==> src/rtl/mux16_rr_arbiter.sv <==
// Round-robin controller sharing one 16:1 single-bit mux among 16 requesters, with bounded hold and a dead cycle between owners.
// Optional macro ARB_LOCK_EN adds a lock input that suppresses the hold timeout while asserted.
module mux16_rr_arbiter #(
  parameter int MAX_HOLD = 8,
  parameter int HOLD_W   = 8
) (
  input  logic        clk,
  input  logic        rst_n,
  input  logic [15:0] req,
`ifdef ARB_LOCK_EN
  input  logic        lock,
`endif
  output logic [3:0]  sel,
  output logic [15:0] gnt,
  output logic        valid
);

  typedef enum logic [1:0] {IDLE, GRANT, SWITCH} state_t;

  localparam logic [HOLD_W-1:0] HOLD_LAST = HOLD_W'(MAX_HOLD - 1);

  state_t            state_q, state_d;
  logic [3:0]        ptr_q, ptr_d;
  logic [HOLD_W-1:0] hold_q, hold_d;
  logic [15:0]       gnt_d;
  logic [3:0]        sel_d;
  logic              valid_d;

  logic              found;
  logic [3:0]        winner;
  logic              owner_req;
  logic              others;
  logic              lock_on;

`ifdef ARB_LOCK_EN
  assign lock_on = lock;
`else
  assign lock_on = 1'b0;
`endif

  // Scan ptr+1, ptr+2, ... with 4-bit wrap; i==16 lands on ptr itself, so the previous owner is checked last.
  always_comb begin
    found  = 1'b0;
    winner = ptr_q;
    for (int i = 1; i <= 16; i++) begin
      if (!found && req[ptr_q + 4'(i)]) begin
        found  = 1'b1;
        winner = ptr_q + 4'(i);
      end
    end
  end

  assign owner_req = req[ptr_q];
  assign others    = |(req & ~(16'b1 << ptr_q));

  // NOTE: every next-state signal gets a default first so this block can never infer a latch.
  always_comb begin
    state_d = state_q;
    ptr_d   = ptr_q;
    hold_d  = hold_q;
    gnt_d   = gnt;
    sel_d   = sel;
    valid_d = valid;

    case (state_q)
      IDLE, SWITCH: begin
        hold_d = '0;
        if (found) begin
          state_d = GRANT;
          gnt_d   = 16'b1 << winner;
          sel_d   = winner;
          valid_d = 1'b1;
          ptr_d   = winner;
        end else begin
          state_d = IDLE;
          gnt_d   = '0;
          valid_d = 1'b0;
        end
      end

      GRANT: begin
        if (!owner_req) begin
          state_d = SWITCH;
          gnt_d   = '0;
          valid_d = 1'b0;
          hold_d  = '0;
        end else if (lock_on) begin
          hold_d = '0;
        end else if (hold_q == HOLD_LAST) begin
          hold_d = '0;
          if (others) begin
            state_d = SWITCH;
            gnt_d   = '0;
            valid_d = 1'b0;
          end
        end else begin
          hold_d = hold_q + 1'b1;
        end
      end

      default: begin
        state_d = IDLE;
        gnt_d   = '0;
        valid_d = 1'b0;
        hold_d  = '0;
      end
    endcase
  end

  // NOTE: registers update with non-blocking assignments so every flop samples pre-edge values.
  always_ff @(posedge clk or negedge rst_n) begin
    if (!rst_n) begin
      state_q <= IDLE;
      ptr_q   <= 4'd15;
      hold_q  <= '0;
      gnt     <= '0;
      sel     <= '0;
      valid   <= 1'b0;
    end else begin
      state_q <= state_d;
      ptr_q   <= ptr_d;
      hold_q  <= hold_d;
      gnt     <= gnt_d;
      sel     <= sel_d;
      valid   <= valid_d;
    end
  end

endmodule

==> config.mk <==
export PLATFORM = sky130hd
export DESIGN_NAME = mux16_rr_arbiter
export DESIGN_NICKNAME = d
export VERILOG_FILES = /design/src/rtl/mux16_rr_arbiter.sv
export SDC_FILE = /design/constraint.sdc
export NUM_CORES = 1
export LEC_CHECK = 0
export CAP_MARGIN = 0
export CORE_ASPECT_RATIO = 1.2
export CORE_MARGIN = 2
export CORE_UTILIZATION = 50
export DETAILED_ROUTE_END_ITERATION = 16
export PLACE_DENSITY_LB_ADDON = 0.3
export SLEW_MARGIN = 15
export SYNTH_ARGS = -nofsm -noshare
export SYNTH_HDL_FRONTEND = slang
export SYNTH_SLANG_ARGS = --single-unit
==> constraint.sdc <==
create_clock -name clk -period 5.5 [get_ports clk]
set_clock_uncertainty 0.15 [all_clocks]
set_input_delay 0.55 -clock clk [delete_from_list [all_inputs] [get_ports clk]]
set_output_delay 0.55 -clock clk [all_outputs]
set_load 0.01 [all_outputs]
Word-level counts from Yosys, hierarchy flattened
Cells that the tools add are included.

word-level totals
  bits of input ports = 18
  word-level logic and storage cells = 164
  flip-flop bits (word level) = 35
  output and inout port bits = 21

operators by class
  add/sub/neg operators = 16
  multiplexer cells = 82
  reductions and logical operators = 35
  $lt $le $gt $ge = 16
  bitwise operators = 2
  equal/unequal tests = 5
  shift-type cells = 2

operators by type and width
  cell                                                  count
  < comparator 4 x 5 -> 1 bit (second input constant)   16
  binary-select mux 1 bit (select 4 bit)                16
  two-way mux 16 bit                                    4
  two-way mux 4 bit                                     16
  two-way mux 1 bit                                     37
  adder 4 bit (second input constant)                   8
  case mux 16 bit (2 select lines)                      1
  << shifter 1 x 4 -> 16 bit (first input constant)     2
  two-way mux 8 bit                                     3
  adder 4 x 3 -> 4 bit (second input constant)          4
  AND 16 bit                                            1
  inverter 16 bit                                       1
  OR reduction 16 bit                                   1
  logical AND 1 bit                                     15
  zero test 1 bit                                       15
  adder 4 x 2 -> 4 bit (second input constant)          2
  adder 8 x 1 -> 8 bit (second input constant)          1
  equality test 8 x 3 -> 1 bit (second input constant)  1
  two-way mux 2 bit                                     3
  inequality test 3 bit (second input constant)         2
  adder 4 x 1 -> 4 bit (second input constant)          1
  case mux 2 bit (2 select lines)                       1
  AND reduction 2 bit                                   2
  equality test 2 x 1 -> 1 bit (second input constant)  1
  4 further kinds                                       4

Depth between registers and ports, before layout
Gate-level depths: netlist of the first run.

  word-level depth = 52
  mapped depth = 19
  mapped depth without buffers = 12

Least setup slack after synthesis of the first run
Ideal clock, no wire load.

  kind = reg2reg
  from = register ptr_q[1]
  to = register gnt[12]
  setup time = 122 ps
  period minus slack after synthesis = 5181 ps
  buffers on the path = 7
  stages on the path, launching flop included = 18
  data required time = 5228 ps
  path slack = 319 ps
  data arrival time = 4909 ps
  cells stage by stage = dfstp_2 > buf_6 > buf_6 > clkbuf_1 > inv_1 > ha_1 > clkbuf_1 > buf_2 > clkbuf_1 > mux4_2 > mux4_2 > nand2b_1 > nor2_1 > nand2_1 > a311oi_2 > o221ai_4 > buf_6 > a32o_1

on the way
  longest elaborated chain between the ends = 52

RTL lines
  element                                  line    RTL
  start, declared                          23      logic [3:0] ptr_q, ptr_d;
  start signal, assigned                   121     ptr_q <= ptr_d;
  adder 4 x 1 -> 4 bit                     46, 48
  binary-select mux 1 bit (select 4 bit)   46      if (!found && req[ptr_q + 4'(i)]) begin
  two-way mux 1 bit (not written as such)  46
  two-way mux 1 bit                        46
  zero test 1 bit                          46
  logical AND 1 bit                        46
  two-way mux 1 bit                        46
  zero test 1 bit                          46
  [36 not listed]                          n/a
  logical AND 1 bit                        46
  two-way mux 1 bit                        46
  zero test 1 bit                          46
  logical AND 1 bit                        46
  two-way mux 4 bit                        46
  << shifter 1 x 4 -> 16 bit               70      gnt_d = 16'b1 << winner;
  two-way mux 16 bit                       68      if (found) begin
  case mux 16 bit (2 select lines)         65      case (state_q)
  end signal, assigned                     123     gnt <= gnt_d;
  end, declared                            14      output logic [15:0] gnt,

Several ways; a longest one is shown, not always the timed one. The select of a mux whose other input is x is not followed.
A chain may end at the register's enable or synchronous reset.

Worst setup path in the final report of the first run
  from = register ptr_q[1]
  to = register gnt[11]

Same word-level chain as after synthesis.

==> report_table.html, run 1 <==
<table>
<tr><th>Metric</th><th>Value</th></tr>
<tr><th colspan="2">Yosys</th></tr>
<tr><td>Biggest area consumer among synthesized cells</td><td>sky130_fd_sc_hd__dfrtp_1</td></tr>
<tr><td>Unique masters post-synth</td><td>78</td></tr>
<tr><td>Library cell with the highest instance count after synthesis</td><td>sky130_fd_sc_hd__nand2_1</td></tr>
<tr><td>Most common library cells after synthesis</td><td>45 x sky130_fd_sc_hd__nand2_1, 32 x sky130_fd_sc_hd__nor2_1, 31 x sky130_fd_sc_hd__dfrtp_1, 31 x sky130_fd_sc_hd__mux2i_1, 26 x sky130_fd_sc_hd__a21oi_1</td></tr>
<tr><td>Cells taking the most area after synthesis</td><td>sky130_fd_sc_hd__dfrtp_1 19%, sky130_fd_sc_hd__mux4_2 13%, sky130_fd_sc_hd__mux2i_1 7.4%</td></tr>
<tr><td>Number of synthesized flops with an enable pin</td><td>0</td></tr>
<tr><td>Fraction of the yosys area taken by sequential cells</td><td>0.2112</td></tr>
<tr><td>Synthesized area per cell</td><td>9.395 sq um</td></tr>
<tr><td>Synthesis Warnings</td><td>0</td></tr>
<tr><td>Number of storage elements in the synthesis netlist</td><td>35</td></tr>
<tr><td>Dominant synthesized flop cell</td><td>sky130_fd_sc_hd__dfrtp_1</td></tr>
<tr><td>Area of the mapped netlist</td><td>4172 sq um</td></tr>
<tr><td>Cells after synthesis</td><td>444</td></tr>
<tr><td>Post-synthesis net count</td><td>477</td></tr>
<tr><td>Share of flip-flops with an asynchronous set or reset after synthesis</td><td>1.000</td></tr>
<tr><td>Top cell type's share of synthesized area</td><td>0.1860</td></tr>
<tr><th colspan="2">STA</th></tr>
<tr><td>Top achievable clock speed</td><td>205.7 MHz</td></tr>
<tr><td>Post-layout worst setup margin</td><td>0.6378 ns</td></tr>
<tr><td>Max-Slew Margin vs Limit</td><td>0.4160</td></tr>
<tr><td>Final period util</td><td>0.8840</td></tr>
<tr><td>Unrepaired setup endpoints after global routing</td><td>false</td></tr>
<tr><td>Final worst path period need</td><td>4.862 ns</td></tr>
<tr><td>Transition time of the tightest slew-check pin</td><td>0.8720 ns</td></tr>
<tr><td>Number of endpoints failing setup at the final stage</td><td>0</td></tr>
<tr><td>Total Neg Setup Slack</td><td>0 ns</td></tr>
<tr><td>Number of hold violations in the final report</td><td>0</td></tr>
<tr><td>Final slew viol count</td><td>0</td></tr>
<tr><td>Post-Route Hold Slack</td><td>0.2692 ns</td></tr>
<tr><th colspan="2">Clock tree</th></tr>
<tr><td>Number of buffers created by CTS</td><td>5</td></tr>
<tr><td>Number of clock sinks</td><td>35</td></tr>
<tr><td># H-tree levels</td><td>2</td></tr>
<tr><td>Clock edge transition at the registers on the reported setup and hold paths</td><td>0.07 ns</td></tr>
<tr><td>Quantity of hold-fixing buffers added after cts</td><td>0</td></tr>
<tr><td>Clock latency on the worst-skew pair</td><td>0.28 ns</td></tr>
<tr><td>Number of buffers on the longest clock path</td><td>2</td></tr>
<tr><td>Clock tree from TritonCTS</td><td>built</td></tr>
<tr><td>Cell at the root of the clock tree</td><td>sky130_fd_sc_hd__clkbuf_8</td></tr>
<tr><td>Count of instances resized after the clock tree is built</td><td>0</td></tr>
<tr><td># Post-CTS Setup Buffers</td><td>0</td></tr>
<tr><th colspan="2">Global routing</th></tr>
<tr><td>Number of antenna violations at the first check in global routing</td><td>0</td></tr>
<tr><td>Vias in the first global route</td><td>3719</td></tr>
<tr><td>Gr ovfl total</td><td>0</td></tr>
<tr><td>Maximum number of pins on one net before global-route repair</td><td>36</td></tr>
<tr><td>Overall Global Routing Usage</td><td>0.2736</td></tr>
<tr><td>Wire length of the first global-routing pass</td><td>19.73 mm</td></tr>
<tr><th colspan="2">Critical path</th></tr>
<tr><td>Arrival time of data at the critical path endpoint</td><td>4.88 ns</td></tr>
<tr><td>Start-to-end type of the worst setup path</td><td>reg2reg</td></tr>
<tr><td>Worst Path Max Fanout</td><td>13</td></tr>
<tr><td>Data required time at the worst endpoint</td><td>5.52 ns</td></tr>
<tr><td>Launching element type of the critical path</td><td>flop</td></tr>
<tr><td>Setup crit end kind</td><td>flop</td></tr>
<tr><th colspan="2">Placement</th></tr>
<tr><td>Post-place setup slack</td><td>0.7084 ns</td></tr>
<tr><td>Detailed placer's ending HPWL</td><td>8.884 mm</td></tr>
<tr><td>Count of input and output buffers</td><td>38</td></tr>
<tr><td>RePlAce Congestion</td><td>1.014</td></tr>
<tr><th colspan="2">Floorplan</th></tr>
<tr><td>Number of top-level design ports</td><td>39</td></tr>
<tr><td>Initial cell density of the core</td><td>0.5145</td></tr>
<tr><td>Overall die area</td><td>9092 sq um</td></tr>
<tr><td>Area of the core region</td><td>8108 sq um</td></tr>
<tr><td>Die outline width</td><td>87.38 microns</td></tr>
<tr><td>Number of standard-cell rows in the floorplan</td><td>36</td></tr>
<tr><td>Overall die height</td><td>104.1 microns</td></tr>
<tr><th colspan="2">Routing</th></tr>
<tr><td>Overall routed net length</td><td>12.13 mm</td></tr>
<tr><td>Iteration-0 DRC count of the detailed router</td><td>349</td></tr>
<tr><td>Number of detailed-routing iterations run before antenna repair</td><td>5</td></tr>
<tr><td>Average detailed-routed wire length per instance</td><td>21.20 microns</td></tr>
<tr><td>Post-detailed-route via-to-cell ratio</td><td>6.864</td></tr>
<tr><td>Number of vias after detailed routing</td><td>3926</td></tr>
<tr><td>Remaining antenna violation count</td><td>0</td></tr>
<tr><td>Number of design rule violations left after detail routing</td><td>0</td></tr>
<tr><th colspan="2">Layout</th></tr>
<tr><td>Layout Nets</td><td>509</td></tr>
<tr><td>Fraction of final layout cells with drive strength greater than 1</td><td>0.1761</td></tr>
<tr><td>Number of antenna cells inserted</td><td>0</td></tr>
<tr><td>Area added between synthesis and finish</td><td>12.51%</td></tr>
<tr><th colspan="2">Run</th></tr>
<tr><td>Max-cap violations</td><td>0</td></tr>
<tr><th colspan="2">Min path</th></tr>
<tr><td>Hold crit path type</td><td>reg2reg</td></tr>
<tr><th colspan="2">Outcome</th></tr>
<tr><td>Result of the run</td><td>complete, no violations</td></tr>
</table>
state kept, by name, indices dropped and copies added (netlist names):
register  flops
sel           4
ptr_q         4
hold_q        8
state_q       2
gnt          16
valid         1
worst paths after layout:
kind	start	to	slack, ns	depth (start not counted)
worst max register to register	ptr_q[1]	gnt[11]	0.64	11
max in group asynchronous	rst_n	ptr_q[3]	4.33	2
worst min-delay path	state_q[1]	state_q[1]	0.27	1
worst min register to register	state_q[1]	state_q[1]	0.27	1
worst max-delay path	ptr_q[1]	gnt[11]	0.64	11
min in group asynchronous	rst_n	gnt[15]	0.52	2
per-stage QoR:
| stage | instances | utilization | area [sq um] |
|---|---|---|---|
| after floorplan | 444 | - | 4172 |
| after global placement | 564 | 0.5684 | 4608 |
| after detailed placement | 564 | 0.5684 | 4608 |
| after CTS | 572 | 0.5789 | 4693 |
| after global routing | 572 | 0.5789 | 4693 |
| final | 572 | 0.5789 | 4693 |
final cells by class:
| cell class | count | area [sq um] |
|---|---|---|
| multi-input cells | 373 | 3095 |
| clock inverters | 2 | 12.51 |
| well taps | 95 | 118.9 |
| repair buffers | 50 | 470.5 |
| inverters | 11 | 42.54 |
| flip-flops and latches | 35 | 880.8 |
| fillers | 728 | 3415 |
| clock buffers | 6 | 72.57 |
metal layers:
layer  part of all wire  global-route usage  vias up  wire length, microns
met5                  0                   0        -                     0
met4              0.040              0.1066        0                   486
met3              0.077             0.05238       40                   933
met2               0.47              0.4107      188                  5678
met1               0.41              0.3873     1906                  5029
li1                   -                   -     1792                     -
worst max-delay path: stages, from the launching register on:
cell and delay, ns:
sky130_fd_sc_hd__dfstp_2 0.53, sky130_fd_sc_hd__inv_1 0.15, sky130_fd_sc_hd__ha_1 0.72, sky130_fd_sc_hd__mux4_2 0.46
sky130_fd_sc_hd__mux4_2 0.49, sky130_fd_sc_hd__nand2b_1 0.25, sky130_fd_sc_hd__or3_1 0.55, sky130_fd_sc_hd__a211oi_1 0.23
sky130_fd_sc_hd__o21ai_0 0.17, sky130_fd_sc_hd__and3_1 0.24, sky130_fd_sc_hd__or2_0 0.43, sky130_fd_sc_hd__o41ai_1 0.39
cells in the final DEF, fill, tap and decap left out, types with 5 or more instances in the layout:
cell type,instances
sky130_fd_sc_hd__nand2_1,45
sky130_fd_sc_hd__clkdlybuf4s50_1,38
sky130_fd_sc_hd__nor2_1,32
sky130_fd_sc_hd__mux2i_1,31
sky130_fd_sc_hd__dfrtp_1,31
sky130_fd_sc_hd__a21oi_1,26
sky130_fd_sc_hd__nand3_1,25
sky130_fd_sc_hd__mux4_2,24
sky130_fd_sc_hd__mux2_2,18
sky130_fd_sc_hd__o21ai_0,17
sky130_fd_sc_hd__ha_1,15
sky130_fd_sc_hd__xnor2_1,13
sky130_fd_sc_hd__buf_4,12
sky130_fd_sc_hd__a31oi_1,10
sky130_fd_sc_hd__a32o_1,9
sky130_fd_sc_hd__inv_1,7
sky130_fd_sc_hd__nor3_1,6
sky130_fd_sc_hd__and3_1,6
sky130_fd_sc_hd__xor2_1,6
sky130_fd_sc_hd__nand2b_1,5
sky130_fd_sc_hd__clkbuf_8,5
kinds of logic after synthesis:
kind of cell               Yosys count  synth area share
AOI/OAI and AO/OA                  110            0.1944
buffers and inverters               36           0.04679
muxes                               78            0.2831
adders and majority gates           15           0.04499
xor gates and xnor gates            19           0.03989
and+or+nand+nor                    151            0.1797
DFF                                 35            0.2112
Power of run 1 is left out: the tool's default activity adds up to more than one toggle a clock period on the data nets, which glitch-free logic cannot reach.
==> run 2: changes to the inputs <==
--- a/config.mk
+++ b/config.mk
@@ -8,10 +8,10 @@
 export CAP_MARGIN = 0
 export CORE_ASPECT_RATIO = 1.2
 export CORE_MARGIN = 2
-export CORE_UTILIZATION = 50
+export CORE_UTILIZATION = 29
 export DETAILED_ROUTE_END_ITERATION = 16
 export PLACE_DENSITY_LB_ADDON = 0.3
-export SLEW_MARGIN = 15
+export SLEW_MARGIN = 20
 export SYNTH_ARGS = -nofsm -noshare
 export SYNTH_HDL_FRONTEND = slang
 export SYNTH_SLANG_ARGS = --single-unit
==> constraint.sdc (replaced) <==
create_clock -name clk -period 5.7 [get_ports clk]
set_clock_uncertainty 0.15 [all_clocks]
set_input_delay 0.57 -clock clk [delete_from_list [all_inputs] [get_ports clk]]
set_output_delay 0.57 -clock clk [all_outputs]
set_load 0.01 [all_outputs]
==> report_table.html, run 2 (synthesized netlist as in run 1, its figures left out) <==
<table>
<tr><th>Metric</th><th>Value</th></tr>
<tr><th colspan="2">Outcome</th></tr>
<tr><td>Result of the run</td><td>complete, no violations</td></tr>
<tr><th colspan="2">STA</th></tr>
<tr><td>Transition time of the tightest slew-check pin</td><td>0.8686 ns (-0.003440 ns)</td></tr>
<tr><td>Final worst path period need</td><td>5.054 ns (+0.1923 ns)</td></tr>
<tr><td>Post-layout worst setup margin</td><td>0.6456 ns (+0.007735 ns)</td></tr>
<tr><td>Total Neg Setup Slack</td><td>0 ns (unchanged)</td></tr>
<tr><td>Number of hold violations in the final report</td><td>0 (unchanged)</td></tr>
<tr><td>Number of endpoints failing setup at the final stage</td><td>0 (unchanged)</td></tr>
<tr><td>Final slew viol count</td><td>0 (unchanged)</td></tr>
<tr><td>Post-Route Hold Slack</td><td>0.2796 ns (+0.01043 ns)</td></tr>
<tr><td>Unrepaired setup endpoints after global routing</td><td>false</td></tr>
<tr><td>Top achievable clock speed</td><td>197.8 MHz (-3.8%)</td></tr>
<tr><td>Final period util</td><td>0.8867 (+0.002712)</td></tr>
<tr><td>Max-Slew Margin vs Limit</td><td>0.4044 (-0.01156)</td></tr>
<tr><th colspan="2">Global routing</th></tr>
<tr><td>Number of antenna violations at the first check in global routing</td><td>0 (unchanged)</td></tr>
<tr><td>Gr ovfl total</td><td>0 (unchanged)</td></tr>
<tr><td>Wire length of the first global-routing pass</td><td>21.12 mm (+7.0%)</td></tr>
<tr><td>Overall Global Routing Usage</td><td>0.1718 (-0.1018)</td></tr>
<tr><td>Vias in the first global route</td><td>3867 (+4.0%)</td></tr>
<tr><td>Maximum number of pins on one net before global-route repair</td><td>36 (unchanged)</td></tr>
<tr><th colspan="2">Clock tree</th></tr>
<tr><td>Clock edge transition at the registers on the reported setup and hold paths</td><td>0.05 ns (-0.02 ns)</td></tr>
<tr><td># H-tree levels</td><td>2 (unchanged)</td></tr>
<tr><td>Cell at the root of the clock tree</td><td>sky130_fd_sc_hd__clkbuf_16</td></tr>
<tr><td>Number of clock sinks</td><td>35 (unchanged)</td></tr>
<tr><td>Quantity of hold-fixing buffers added after cts</td><td>0 (unchanged)</td></tr>
<tr><td>Clock tree from TritonCTS</td><td>built</td></tr>
<tr><td>Clock latency on the worst-skew pair</td><td>0.28 ns (about the same)</td></tr>
<tr><td>Number of buffers on the longest clock path</td><td>2 (unchanged)</td></tr>
<tr><td>Number of buffers created by CTS</td><td>5 (unchanged)</td></tr>
<tr><td># Post-CTS Setup Buffers</td><td>0 (unchanged)</td></tr>
<tr><td>Count of instances resized after the clock tree is built</td><td>0 (unchanged)</td></tr>
<tr><th colspan="2">Critical path</th></tr>
<tr><td>Launching element type of the critical path</td><td>flop</td></tr>
<tr><td>Setup crit end kind</td><td>flop</td></tr>
<tr><td>Worst setup path end</td><td>gnt[11]</td></tr>
<tr><td>R2R Setup Slk</td><td>0.65 ns (about the same)</td></tr>
<tr><td>R2R depth</td><td>12 (+1)</td></tr>
<tr><td>Worst Path Max Fanout</td><td>30 (+17)</td></tr>
<tr><td>Data required time at the worst endpoint</td><td>5.72 ns (+0.20 ns)</td></tr>
<tr><td>End of the worst register-to-register path</td><td>gnt[11]</td></tr>
<tr><td>Start of the worst register-to-register path</td><td>ptr_q[2]</td></tr>
<tr><td>Start point of the critical path</td><td>ptr_q[2]</td></tr>
<tr><td>Start-to-end type of the worst setup path</td><td>reg2reg</td></tr>
<tr><td>Arrival time of data at the critical path endpoint</td><td>5.07 ns (+0.19 ns)</td></tr>
<tr><th colspan="2">Layout</th></tr>
<tr><td>Number of antenna cells inserted</td><td>0 (unchanged)</td></tr>
<tr><td>Number of flip-flops under the largest register name</td><td>16 (unchanged)</td></tr>
<tr><td>Most common cell after layout, fill and taps aside</td><td>sky130_fd_sc_hd__nand2_1</td></tr>
<tr><td>Fillers</td><td>1435 (+97%)</td></tr>
<tr><td>Sequential cell area</td><td>880.8 sq um (unchanged)</td></tr>
<tr><td>Multi-input combinational cell area</td><td>3095 sq um (unchanged)</td></tr>
<tr><td>Registers with the highest flip-flop counts</td><td>gnt (16), hold_q (8)</td></tr>
<tr><td>Leading cell types in the layout, fill and taps excluded</td><td>45 x sky130_fd_sc_hd__nand2_1, 38 x sky130_fd_sc_hd__clkdlybuf4s50_1, 32 x sky130_fd_sc_hd__nor2_1, 31 x sky130_fd_sc_hd__mux2i_1, 31 x sky130_fd_sc_hd__dfrtp_1</td></tr>
<tr><td>Non-filler cells in the finished layout</td><td>651 (+14%)</td></tr>
<tr><td>Top register by number of flip-flops</td><td>gnt</td></tr>
<tr><td>Fraction of final layout cells with drive strength greater than 1</td><td>0.1765 (+0.0003700)</td></tr>
<tr><td>Layout Nets</td><td>508 (-0.20%)</td></tr>
<tr><td>Area added between synthesis and finish</td><td>16.86%</td></tr>
<tr><th colspan="2">Placement</th></tr>
<tr><td>RePlAce Congestion</td><td>0.9544 (-5.9%)</td></tr>
<tr><td>Detailed placer's ending HPWL</td><td>9.810 mm (+10%)</td></tr>
<tr><td>Total placed cells including tap cells</td><td>643 (+14%)</td></tr>
<tr><td>Count of input and output buffers</td><td>38 (unchanged)</td></tr>
<tr><td>Post-place setup slack</td><td>0.6857 ns (-0.02277 ns)</td></tr>
<tr><th colspan="2">Routing</th></tr>
<tr><td>Remaining antenna violation count</td><td>0 (unchanged)</td></tr>
<tr><td>Iteration-0 DRC count of the detailed router</td><td>252 (-28%)</td></tr>
<tr><td>Overall routed net length</td><td>13.21 mm (+8.9%)</td></tr>
<tr><td>Number of design rule violations left after detail routing</td><td>0 (unchanged)</td></tr>
<tr><td>Post-detailed-route via-to-cell ratio</td><td>5.951 (-13%)</td></tr>
<tr><td>Number of vias after detailed routing</td><td>3874 (-1.3%)</td></tr>
<tr><td>Number of detailed-routing iterations run before antenna repair</td><td>5 (unchanged)</td></tr>
<tr><td>Average detailed-routed wire length per instance</td><td>20.29 microns (-4.3%)</td></tr>
<tr><th colspan="2">Floorplan</th></tr>
<tr><td>Die outline width</td><td>113.5 microns (+30%)</td></tr>
<tr><td>Number of standard-cell rows in the floorplan</td><td>48 (+33%)</td></tr>
<tr><td>Number of top-level design ports</td><td>39 (unchanged)</td></tr>
<tr><td>Overall die area</td><td>15360 sq um (+69%)</td></tr>
<tr><td>Overall die height</td><td>135.4 microns (+30%)</td></tr>
<tr><td>Area of the core region</td><td>14230 sq um (+76%)</td></tr>
<tr><td>Initial cell density of the core</td><td>0.2931 (-0.2214)</td></tr>
<tr><th colspan="2">Run</th></tr>
<tr><td>Max-cap violations</td><td>0 (unchanged)</td></tr>
<tr><th colspan="2">Min path</th></tr>
<tr><td>Hold crit path type</td><td>reg2reg</td></tr>
</table>
run 2: cell types whose count changed in the layout (fill, tap and decap cells not counted), sizes merged:
cell	delta
buf	-1
bufinv	+1
clkinvlp	-1
run 2: critical path, stage by stage, from the launching register on:
cell,delay [ns]
sky130_fd_sc_hd__dfstp_2,0.92
sky130_fd_sc_hd__inv_2,0.27
sky130_fd_sc_hd__ha_1,0.25
sky130_fd_sc_hd__a21oi_1,0.24
sky130_fd_sc_hd__xnor2_1,0.26
sky130_fd_sc_hd__mux4_2,0.59
sky130_fd_sc_hd__nand2b_1,0.25
sky130_fd_sc_hd__or3_1,0.54
sky130_fd_sc_hd__a211oi_1,0.20
sky130_fd_sc_hd__o21ai_0,0.17
sky130_fd_sc_hd__and3_1,0.23
sky130_fd_sc_hd__or2_0,0.45
sky130_fd_sc_hd__o41ai_1,0.40
run 2: per-layer routing:
layer | wire, microns | track usage | vias up | share of wire
met5 | 0 | 0 | - | 0
met4 | 549 | 0.07385 | 0 | 0.042
met3 | 514 | 0.02103 | 36 | 0.039
met2 | 6502 | 0.2951 | 123 | 0.49
met1 | 5640 | 0.2173 | 1934 | 0.43
li1 | - | - | 1781 | -
run 2: area by class of cell:
class	count	share of cell area
clock inverters	2	0.007187
multi-input cells	373	0.6350
repair buffers	49	0.09497
clock buffers	6	0.02849
flip-flops and latches	35	0.1807
inverters	11	0.008727
well taps	175	0.04492
run 2: how the worst min path moves through the flow:
stage	from	endpoint	cells past startpoint
2_1_floorplan	rst_n	gnt[0]	0
6_report	state_q[1]	state_q[1]	1
5_1_grt	state_q[1]	state_q[1]	1
3_5_place_dp	state_q[1]	state_q[1]	1
4_1_cts	state_q[1]	state_q[1]	1
3_3_place_gp	state_q[1]	state_q[1]	1
run 2: through the flow:
stage          cell area [sq um]  utilization
6_report                    4875       0.3425
5_1_grt                     4875       0.3425
4_1_cts                     4875       0.3425
3_5_place_dp                4701       0.3303
3_3_place_gp                4701       0.3303
2_1_floorplan               4172            -
Power of run 2 is left out for the same reason.
==> run 3: changes to the inputs <==
--- a/config.mk
+++ b/config.mk
@@ -6,7 +6,6 @@
 export NUM_CORES = 1
 export LEC_CHECK = 0
 export CAP_MARGIN = 0
-export CORE_ASPECT_RATIO = 1.2
 export CORE_MARGIN = 2
 export CORE_UTILIZATION = 29
 export DETAILED_ROUTE_END_ITERATION = 16
==> report_table.html, run 3 (synthesized netlist as in run 1, its figures left out) <==
<table>
<tr><th>Metric</th><th>Value</th></tr>
<tr><th colspan="2">Floorplan</th></tr>
<tr><td>Overall die height</td><td>123.9 microns (-8.5%)</td></tr>
<tr><td>Overall die area</td><td>15360 sq um (about the same)</td></tr>
<tr><td>Die outline width</td><td>123.9 microns (+9.2%)</td></tr>
<tr><td>Number of standard-cell rows in the floorplan</td><td>43 (-10%)</td></tr>
<tr><td>Area of the core region</td><td>13990 sq um (-1.7%)</td></tr>
<tr><td>Initial cell density of the core</td><td>0.2982 (+0.005138)</td></tr>
<tr><td>Number of top-level design ports</td><td>39 (unchanged)</td></tr>
<tr><th colspan="2">Critical path</th></tr>
<tr><td>Slowest library cell on the worst path</td><td>sky130_fd_sc_hd__dfstp_2</td></tr>
<tr><td>Start point of the critical path</td><td>ptr_q[2]</td></tr>
<tr><td>Worst Path Max Fanout</td><td>30 (unchanged)</td></tr>
<tr><td>End of the worst register-to-register path</td><td>gnt[11]</td></tr>
<tr><td>R2R Setup Slk</td><td>0.42 ns (-0.22 ns)</td></tr>
<tr><td>Largest incremental delay on the critical path</td><td>0.93 ns (about the same)</td></tr>
<tr><td>Setup crit end kind</td><td>flop</td></tr>
<tr><td>Data required time at the worst endpoint</td><td>5.70 ns (-0.02 ns)</td></tr>
<tr><td>Series of cell instances along the critical path</td><td>inv_2 -&gt; ha_1 -&gt; xor2_1 -&gt; mux2i_1 -&gt; mux2_2 -&gt; nand3_1 -&gt; nor4_4 -&gt; and2_1 -&gt; o221ai_2 -&gt; a32o_1 -&gt; or2_0 -&gt; o41ai_1</td></tr>
<tr><td>Start of the worst register-to-register path</td><td>ptr_q[2]</td></tr>
<tr><td>Arrival time of data at the critical path endpoint</td><td>5.27 ns (+0.20 ns)</td></tr>
<tr><td>CP bufs+invs</td><td>1 (unchanged)</td></tr>
<tr><td>Top cell family by delay on the critical path</td><td>simple AND/OR/NAND/NOR gates</td></tr>
<tr><td>Start-to-end type of the worst setup path</td><td>reg2reg</td></tr>
<tr><td>R2R depth</td><td>12 (unchanged)</td></tr>
<tr><td>Launching element type of the critical path</td><td>flop</td></tr>
<tr><th colspan="2">Routing</th></tr>
<tr><td>Number of design rule violations left after detail routing</td><td>0 (unchanged)</td></tr>
<tr><td>Iteration-0 DRC count of the detailed router</td><td>322 (+28%)</td></tr>
<tr><td>Average detailed-routed wire length per instance</td><td>19.16 microns (-5.5%)</td></tr>
<tr><td>Overall routed net length</td><td>12.55 mm (-5.0%)</td></tr>
<tr><td>Number of detailed-routing iterations run before antenna repair</td><td>5 (unchanged)</td></tr>
<tr><td>Number of vias after detailed routing</td><td>3902 (+0.72%)</td></tr>
<tr><td>Post-detailed-route via-to-cell ratio</td><td>5.957 (+0.11%)</td></tr>
<tr><td>Remaining antenna violation count</td><td>0 (unchanged)</td></tr>
<tr><th colspan="2">Clock tree</th></tr>
<tr><td>Count of instances resized after the clock tree is built</td><td>0 (unchanged)</td></tr>
<tr><td>Number of clock sinks</td><td>35 (unchanged)</td></tr>
<tr><td>Clock tree from TritonCTS</td><td>built</td></tr>
<tr><td>Clock edge transition at the registers on the reported setup and hold paths</td><td>0.05 ns (about the same)</td></tr>
<tr><td>Clock latency on the worst-skew pair</td><td>0.27 ns (about the same)</td></tr>
<tr><td>Number of buffers created by CTS</td><td>5 (unchanged)</td></tr>
<tr><td>Number of buffers on the longest clock path</td><td>2 (unchanged)</td></tr>
<tr><td># H-tree levels</td><td>2 (unchanged)</td></tr>
<tr><td>Quantity of hold-fixing buffers added after cts</td><td>0 (unchanged)</td></tr>
<tr><td>Cell at the root of the clock tree</td><td>sky130_fd_sc_hd__clkbuf_16</td></tr>
<tr><td># Post-CTS Setup Buffers</td><td>0 (unchanged)</td></tr>
<tr><th colspan="2">Global routing</th></tr>
<tr><td>Global Route met2 Usage</td><td>0.2758 (-0.01932)</td></tr>
<tr><td>Vias in the first global route</td><td>3753 (-2.9%)</td></tr>
<tr><td>Overall Global Routing Usage</td><td>0.1685 (-0.003322)</td></tr>
<tr><td>Wire length of the first global-routing pass</td><td>20.22 mm (-4.3%)</td></tr>
<tr><td>Busiest grt layer</td><td>met2</td></tr>
<tr><td>Gr ovfl total</td><td>0 (unchanged)</td></tr>
<tr><td>Maximum number of pins on one net before global-route repair</td><td>36 (unchanged)</td></tr>
<tr><td>Number of antenna violations at the first check in global routing</td><td>0 (unchanged)</td></tr>
<tr><td>Met1 usage in global routing</td><td>0.2249 (+0.007608)</td></tr>
<tr><td>Global-route met3 utilization</td><td>0.02930 (+0.008275)</td></tr>
<tr><th colspan="2">Layout</th></tr>
<tr><td>Number of antenna cells inserted</td><td>0 (unchanged)</td></tr>
<tr><td>Most common cell after layout, fill and taps aside</td><td>sky130_fd_sc_hd__nand2_1</td></tr>
<tr><td>Registers with the highest flip-flop counts</td><td>gnt (16), hold_q (8)</td></tr>
<tr><td>Leading cell types in the layout, fill and taps excluded</td><td>45 x sky130_fd_sc_hd__nand2_1, 38 x sky130_fd_sc_hd__clkdlybuf4s50_1, 32 x sky130_fd_sc_hd__nor2_1, 31 x sky130_fd_sc_hd__mux2i_1, 31 x sky130_fd_sc_hd__dfrtp_1</td></tr>
<tr><td>Layout Nets</td><td>507 (-0.20%)</td></tr>
<tr><td>Fraction of final layout cells with drive strength greater than 1</td><td>0.1747 (-0.001734)</td></tr>
<tr><td>Top register by number of flip-flops</td><td>gnt</td></tr>
<tr><td>Area added between synthesis and finish</td><td>16.50%</td></tr>
<tr><td>Number of flip-flops under the largest register name</td><td>16 (unchanged)</td></tr>
<tr><th colspan="2">STA</th></tr>
<tr><td>Unrepaired setup endpoints after global routing</td><td>false</td></tr>
<tr><td>Final worst path period need</td><td>5.276 ns (+0.2216 ns)</td></tr>
<tr><td>Number of hold violations in the final report</td><td>0 (unchanged)</td></tr>
<tr><td>Number of endpoints failing setup at the final stage</td><td>0 (unchanged)</td></tr>
<tr><td>Final period util</td><td>0.9256 (+0.03887)</td></tr>
<tr><td>Max-Slew Margin vs Limit</td><td>0.4903 (+0.08593)</td></tr>
<tr><td>Transition time of the tightest slew-check pin</td><td>0.7432 ns (-0.1253 ns)</td></tr>
<tr><td>Final slew viol count</td><td>0 (unchanged)</td></tr>
<tr><td>Total Neg Setup Slack</td><td>0 ns (unchanged)</td></tr>
<tr><td>Top achievable clock speed</td><td>189.5 MHz (-4.2%)</td></tr>
<tr><th colspan="2">Placement</th></tr>
<tr><td>Count of input and output buffers</td><td>38 (unchanged)</td></tr>
<tr><td>Detailed placer's ending HPWL</td><td>9.284 mm (-5.4%)</td></tr>
<tr><td>RePlAce Congestion</td><td>0.9403 (-1.5%)</td></tr>
<tr><th colspan="2">Min path</th></tr>
<tr><td>Launch instance of the worst min-delay path</td><td>state_q[1]</td></tr>
<tr><td>Capture endpoint of the worst hold path</td><td>state_q[1]</td></tr>
<tr><td>Hold crit path type</td><td>reg2reg</td></tr>
<tr><td>Worst hold path stage count</td><td>1 (unchanged)</td></tr>
<tr><th colspan="2">Outcome</th></tr>
<tr><td>Result of the run</td><td>complete, no violations</td></tr>
<tr><th colspan="2">Run</th></tr>
<tr><td>Max-cap violations</td><td>0 (unchanged)</td></tr>
</table>
[run 3: changes by cell type in the layout (fill, tap and decap cells not counted)]
cell                         delta
sky130_fd_sc_hd__clkinv_2       -1
sky130_fd_sc_hd__clkinvlp_4     +1
sky130_fd_sc_hd__buf_4          -1
sky130_fd_sc_hd__clkbuf_8       +1
sky130_fd_sc_hd__bufinv_16      -1
[run 3: worst max-delay path by stage]
| stage | end | slack [ns] | cells past startpoint |
|---|---|---|---|
| 2_1_floorplan | gnt[12] | 0.52 | 17 |
| 3_3_place_gp | sel[2] | 0.68 | 12 |
| 3_5_place_dp | gnt[11] | 0.56 | 12 |
| 4_1_cts | gnt[11] | 0.47 | 12 |
| 5_1_grt | gnt[11] | 0.20 | 12 |
| 6_report | gnt[11] | 0.42 | 12 |
[run 3: metal layers]
layer,vias to the layer above,share of wire
li1,1787,-
met2,142,0.48
met1,1940,0.43
met5,-,0
met3,33,0.060
met4,0,0.034
[run 3: layout make-up]
class,count,area [sq um]
clock buffer,7,152.6
clock inverter,1,7.507
fill,1449,9129
inverter,11,42.54
multi-input combinational,373,3095
sequential,35,880.8
tap,180,225.2
timing repair buffer,48,455.4
[run 3: stage by stage]
stage	instance area [sq um]	util	instances	worst slack [ns]	hold slack [ns]
after global routing	4860	0.3474	655	0.1988	0.2913
after CTS	4860	0.3474	655	0.4745	0.2745
after detailed placement	4700	0.3360	647	0.5623	0.2676
final	4860	0.3474	655	0.4240	0.2723
after global placement	4700	0.3360	647	0.6798	0.2668
after floorplan	4172	-	444	0.5193	0.1244
Power of run 3 is left out for the same reason.
